===== src/rtl/cipher_stream_ctrl.sv =====
// Serial block-cipher controller: W-bit deserialiser, key whitening plus NR
// one-cycle rounds, and a ready/valid serialiser with one block of input buffering.
module cipher_stream_ctrl #(
    parameter int W  = 1,
    parameter int NB = 16,
    parameter int NR = 10
) (
    input  logic         clock,
    input  logic         Reset,
    input  logic [W-1:0] din,
    input  logic [W-1:0] kin,
    input  logic         mode,
    input  logic         in_valid,
    output logic         in_ready,
    output logic [W-1:0] dout,
    output logic         out_valid,
    input  logic         out_ready,
    output logic         busy,
    output logic         block_done
);

    localparam int NBITS = NB * 8;
    localparam int BEATS = NBITS / W;
    localparam int CW    = $clog2(BEATS);

    typedef enum logic [1:0] {S_IDLE, S_ROUND, S_FINAL, S_OUT} state_t;

    state_t           r_state;
    state_t           w_state_nxt;
    logic [NBITS-1:0] r_d;
    logic [NBITS-1:0] r_k;
    logic [NBITS-1:0] r_s;
    logic [NBITS-1:0] r_kr;
    logic [NBITS-1:0] w_round;
    logic [NBITS-1:0] w_out_sh;
    logic [CW-1:0]    r_icnt;
    logic [CW-1:0]    r_ocnt;
    logic [3:0]       r_rc;
    logic             r_pending;
    logic             r_mode_in;
    logic             r_m;
    logic             w_in_fire;
    logic             w_in_last;
    logic             w_out_fire;
    logic             w_out_last;
    logic             w_load;

    // Byte 0 is the first byte streamed, so it sits in the top bits.
    function automatic logic [7:0] f_byte(input logic [NBITS-1:0] v, input int unsigned i);
        return v[(NB-1-i)*8 +: 8];
    endfunction

    function automatic logic [7:0] f_rotl(input logic [7:0] b);
        return {b[6:0], b[7]};
    endfunction

    function automatic logic [7:0] f_rotr(input logic [7:0] b);
        return {b[0], b[7:1]};
    endfunction

    assign in_ready  = !r_pending;
    assign w_in_fire = in_valid && !r_pending;
    assign w_in_last = (r_icnt == CW'(BEATS - 1));

    always_ff @(posedge clock) begin
        if (Reset) begin
            r_d       <= '0;
            r_k       <= '0;
            r_icnt    <= '0;
            r_pending <= 1'b0;
            r_mode_in <= 1'b0;
        end else if (w_in_fire) begin
            r_d <= {r_d[NBITS-W-1:0], din};
            r_k <= {r_k[NBITS-W-1:0], kin};
            if (w_in_last) begin
                r_icnt    <= '0;
                r_pending <= 1'b1;
                r_mode_in <= mode;
            end else begin
                r_icnt <= r_icnt + 1'b1;
            end
        end else if (w_load) begin
            r_pending <= 1'b0;
        end
    end

    always_comb begin
        w_round = '0;
        for (int unsigned i = 0; i < NB; i++) begin
            if (!r_m)
                w_round[(NB-1-i)*8 +: 8] = f_rotl(f_byte(r_s, (i + 1) % NB)) ^ f_byte(r_kr, i);
            else
                w_round[(NB-1-i)*8 +: 8] = f_rotr(f_byte(r_s, (i + NB - 1) % NB)
                                                  ^ f_byte(r_kr, (i + NB - 1) % NB));
        end
    end

    always_ff @(posedge clock) begin
        if (Reset) r_state <= S_IDLE;
        else       r_state <= w_state_nxt;
    end

    // The OUT exit reuses the IDLE load so a pending block starts with no idle cycle.
    always_comb begin
        w_state_nxt = r_state;
        w_load      = 1'b0;
        out_valid   = 1'b0;
        w_out_fire  = 1'b0;
        w_out_last  = (r_ocnt == CW'(BEATS - 1));
        case (r_state)
            S_IDLE: begin
                if (r_pending) begin
                    w_load      = 1'b1;
                    w_state_nxt = S_ROUND;
                end
            end
            S_ROUND: begin
                if (r_rc == 4'(NR - 1)) w_state_nxt = S_FINAL;
            end
            S_FINAL: w_state_nxt = S_OUT;
            S_OUT: begin
                out_valid  = 1'b1;
                w_out_fire = out_ready;
                if (out_ready && w_out_last) begin
                    if (r_pending) begin
                        w_load      = 1'b1;
                        w_state_nxt = S_ROUND;
                    end else begin
                        w_state_nxt = S_IDLE;
                    end
                end
            end
            default: w_state_nxt = S_IDLE;
        endcase
    end

    always_ff @(posedge clock) begin
        if (Reset) begin
            r_s    <= '0;
            r_kr   <= '0;
            r_m    <= 1'b0;
            r_rc   <= '0;
            r_ocnt <= '0;
        end else begin
            if (w_load) begin
                r_s  <= r_mode_in ? r_d : (r_d ^ r_k);
                r_kr <= r_k;
                r_m  <= r_mode_in;
                r_rc <= '0;
            end else if (r_state == S_ROUND) begin
                r_s  <= w_round;
                r_rc <= r_rc + 1'b1;
            end else if (r_state == S_FINAL && r_m) begin
                r_s <= r_s ^ r_kr;
            end
            if (w_out_fire) r_ocnt <= w_out_last ? '0 : r_ocnt + 1'b1;
        end
    end

    assign w_out_sh   = r_s << (32'(r_ocnt) * W);
    assign dout       = out_valid ? w_out_sh[NBITS-1 -: W] : '0;
    assign block_done = w_out_fire && w_out_last;
    assign busy       = r_pending || (r_state != S_IDLE);

endmodule


===== config.mk =====
export PLATFORM = sky130hd
export DESIGN_NAME = cipher_stream_ctrl
export DESIGN_NICKNAME = d
export VERILOG_FILES = /design/src/rtl/cipher_stream_ctrl.sv
export SDC_FILE = /design/constraint.sdc
export NUM_CORES = 2
export LEC_CHECK = 0
export ABC_CLOCK_PERIOD_IN_PS = 3300
export CAP_MARGIN = 5
export CORE_MARGIN = 2
export CORE_UTILIZATION = 47
export CTS_CLUSTER_SIZE = 28
export DETAILED_ROUTE_END_ITERATION = 12
export SYNTH_ARGS = -nofsm -noshare
export SYNTH_HDL_FRONTEND = slang
export SYNTH_SLANG_ARGS = --single-unit

===== constraint.sdc =====
create_clock -name clock -period 3.3 [get_ports clock]
set_clock_uncertainty 0.15 [all_clocks]
set_input_delay 0.66 -clock clock [delete_from_list [all_inputs] [get_ports clock]]
set_output_delay 0.66 -clock clock [all_outputs]
set_load 0.01 [all_outputs]

==> qor.txt <==
Layout Nets -> 3,472
Number of global-route vias before repair -> 23,620
Result of the run -> complete, but fails checks
Critical path's most frequent cell -> sky130_fd_sc_hd__mux4_2
Met2 routing resource usage after global routing -> 40.71%
Gr usage total -> 25.87%
Setup crit end kind -> output port
Req. time, crit path -> 2490 ps
Area growth from synthesis to final layout -> 14.33%
Total setup violations reported at the end of the flow -> 1
Worst-skew pair later-pin latency -> 630 ps
Area of the die -> 62,640 um2
Violations in the final reports -> setup timing
Final worst-path cycle share -> 110.2%
Initial antenna violation count -> 0
H-tree levels -> 2
Cell family with the largest share of critical-path delay -> multiplexers
Dominant register cell in the synthesized netlist -> sky130_fd_sc_hd__dfxtp_1
Met1 Use GR -> 36.57%
Number of max-slew violations in the final report -> 0
Final sum of negative setup slack -> -336.0 ps
Post-route worst hold slack -> 262.5 ps
Mean cell area of the mapped netlist -> 8.268 um2
Worst path max stage delay -> 510 ps
CTS tree -> yes
Leakage power of the design -> 10.77 nW
Area of the core region -> 60,130 um2
Number of standard-cell rows in the floorplan -> 90
Placer Congestion -> 0.8755
Post-synth cell types -> 54
Max-Cap Viols -> 0
Biggest fanout along the worst timing path -> 5
Sink Count -> 535
Clock-pin slew of the registers on the worst-case setup and hold paths -> 60 ps
Drt pass-1 iters -> 5
Violation count after the first detailed-routing iteration -> 1,984
Longest Clk Path Bufs -> 3
Combined area of all synthesized cells -> 28,510 um2
Timing-limited maximum frequency -> 0.2750 GHz
Net count after synthesis -> 3,464
Total power consumption of the routed design -> 0.01459 W
Num ports -> 12
Number of nets with antenna violations after routing -> 0
Port Buffers -> 11
Proportion of layout cells with a drive suffix above 1 -> 12.68%
Worst slack after detailed placement -> -211.4 ps
Critical path's slowest cell -> sky130_fd_sc_hd__mux4_2
RSZ-0062 raised after global routing -> true
Type of the worst setup path -> flop to output port
Ordered list of cells on the worst path -> buf_12 -> mux4_2 -> mux4_2 -> nand2_1 -> o21ai_1 -> o311a_4 -> buf_6
Number of synthesized register bits -> 535
Max-slew headroom -> 48.25%
Starting utilization of the core area -> 47.41%
Met3 Usage GRT -> 3.762%
Pin count of the biggest net entering global routing -> 156
Wire length of the first global-routing pass -> 131.9 mm
Vias per cell -> 5.799
Fin crit period -> 3636 ps
Detailed-route wire length -> 83.05 mm
Number of synthesized flops with an enable pin -> 0
Power density over the cells -> 447.6 nW/um2
Maximum resistive drop on vdd -> 397.8 uV
DIE HEIGHT -> 250.3 um
Remaining DRCs -> 0
Average wire length per cell after detail routing -> 19.39 um
Antenna diode count -> 0
Cts bufs inserted -> 59
Via count of the routed design -> 24,840
Hold violation total from the final report -> 0
Root Buffer -> sky130_fd_sc_hd__clkbuf_16
Sequential fraction of the synthesis area -> 37.57%
HPWL after detailed placement -> 54.37 mm
Asr flop ratio synth -> 0%
Final worst slack -> -336.0 ps
Number of instances in the synthesized netlist -> 3,448
Total buffers and inverters traversed by the critical path -> 2
Remaining global-route overflow -> 0
Synthesis warning total -> 0
Slew @ Worst Pin -> 776.2 ps
Class of the tightest hold or removal check -> primary input to flop
Width of the chip -> 250.3 um
Signal arrival time at the worst endpoint -> 2830 ps
Routing layer with the top usage in global route -> met2
Startpoint class of the critical path -> flop
## metrics by stage
step                util (%)  cell area, um2  std cells
finish                 54.20           32590       4283
floorplan                  -           28510       3448
global placement       50.68           30470       4171
detailed placement     50.68           30470       4171
CTS                    54.01           32480       4279
global route           54.20           32590       4283
## synth_stat cells (2+ instances only)
cell type,number,area [um2]
sky130_fd_sc_hd__buf_6,4,45.04
sky130_fd_sc_hd__o21ai_1,2,10.01
sky130_fd_sc_hd__nand3b_1,3,22.52
sky130_fd_sc_hd__and2_1,4,25.02
sky130_fd_sc_hd__buf_2,34,170.2
sky130_fd_sc_hd__o21ai_0,3,15.01
sky130_fd_sc_hd__o21a_1,127,953.4
sky130_fd_sc_hd__nand2_1,924,3468
sky130_fd_sc_hd__o211ai_1,128,960.9
sky130_fd_sc_hd__o221a_1,46,518.0
sky130_fd_sc_hd__nand4_1,5,31.28
sky130_fd_sc_hd__mux2_2,7,78.83
sky130_fd_sc_hd__a22oi_1,2,15.01
sky130_fd_sc_hd__buf_1,10,37.54
sky130_fd_sc_hd__nor2b_1,132,825.8
sky130_fd_sc_hd__a211oi_1,3,22.52
sky130_fd_sc_hd__xor2_1,136,1191
sky130_fd_sc_hd__nand2b_1,3,18.77
sky130_fd_sc_hd__a221oi_1,2,17.52
sky130_fd_sc_hd__o221a_2,81,912.1
sky130_fd_sc_hd__a31oi_1,131,819.5
sky130_fd_sc_hd__mux2i_1,145,1451
sky130_fd_sc_hd__mux4_2,24,540.5
sky130_fd_sc_hd__nand3_1,8,40.04
sky130_fd_sc_hd__inv_1,7,26.28
sky130_fd_sc_hd__clkbuf_1,210,788.3
sky130_fd_sc_hd__a21oi_1,394,1972
sky130_fd_sc_hd__nor3_1,7,35.03
sky130_fd_sc_hd__xnor2_1,261,2286
sky130_fd_sc_hd__nor2_1,24,90.09
sky130_fd_sc_hd__buf_4,16,120.1
sky130_fd_sc_hd__ha_1,9,112.6
sky130_fd_sc_hd__dfxtp_1,535,10710
## registers in the layout, summed over array words and instances (netlist names)
register   flops
r_d          128
r_k          128
r_kr         128
r_s          128
r_icnt         7
r_ocnt         7
r_rc           4
r_state        2
r_m            1
r_mode_in      1
r_pending      1
## final cells by class
type                       instances  area [um2]
fill                            5585       27540
multi-input combinational       2631       16690
sequential                       535       10720
timing repair buffer             221        2215
clock buffer                      86        1768
tap                              782       978.4
clock inverter                    20       186.4
inverter                           8       32.53
## cells by family after synthesis
group	count (synthesis)	share of synthesized area, %
buffers and inverters	282	4.178
adders and majority gates	9	0.3950
AOI/OAI and AO/OA	931	22.18
and+or+nand+nor	1118	16.21
xor gates and xnor gates	397	12.20
DFF	535	37.57
muxes	176	7.264
## repair_timing
| action | in CTS | in global routing |
|---|---|---|
| endpoints found under the hold margin | 0 | 0 |
| hold buffers | 0 | 0 |
| pin swaps | 0 | 4 |
| endpoints found under the setup margin | 2 | 2 |
| cloned | 1 | 1 |
| setup buffers | 1 | 3 |
| gates resized for setup | 10 | 18 |
## layer usage
| metal | vias up | part of all wire [%] |
|---|---|---|
| li1 | 11970 | - |
| met1 | 12020 | 46 |
| met4 | 0 | 2.7 |
| met2 | 696 | 45 |
| met3 | 152 | 5.6 |
| met5 | - | 0 |
## final timing paths
check	slack (ps)	to	depth (start not counted)	start
max	-340	dout	7	r_ocnt[1]$_SDFFE_PP0P_
min	260	r_d[99]$_SDFFE_PP0P_	2	Reset
max reg2reg	300	r_s[1]$_SDFFE_PP0P_	13	r_ocnt[1]$_SDFFE_PP0P_
min reg2reg	320	r_k[127]$_SDFFE_PP0P_	2	r_k[127]$_SDFFE_PP0P_
## placed cells by master (no fill, tap or decap), types with 19 or more instances in the layout
cell type / netlist / final
sky130_fd_sc_hd__nor2_1: 24 / 23
sky130_fd_sc_hd__buf_12: 0 / 38
sky130_fd_sc_hd__o221a_2: 81 / 81
sky130_fd_sc_hd__o21a_1: 127 / 127
sky130_fd_sc_hd__xor2_1: 136 / 136
sky130_fd_sc_hd__dfxtp_1: 535 / 530
sky130_fd_sc_hd__xnor2_1: 261 / 261
sky130_fd_sc_hd__a21oi_1: 394 / 393
sky130_fd_sc_hd__nor2b_1: 132 / 131
sky130_fd_sc_hd__nand2_1: 924 / 922
sky130_fd_sc_hd__clkbuf_16: 0 / 60
sky130_fd_sc_hd__clkbuf_8: 0 / 19
sky130_fd_sc_hd__o211ai_1: 128 / 128
sky130_fd_sc_hd__mux2i_1: 145 / 145
sky130_fd_sc_hd__buf_4: 16 / 169
sky130_fd_sc_hd__o221a_1: 46 / 46
sky130_fd_sc_hd__mux4_2: 24 / 24
sky130_fd_sc_hd__a31oi_1: 131 / 131
## report_power, final
part / switching, W / total, W / internal, W
combinational: 0.000989 / 0.00137 / 0.000384
sequential: 0.0000190 / 0.00649 / 0.00647
clock: 0.00280 / 0.00672 / 0.00392
No activity file was read; power rests on OpenSTA's default activity.
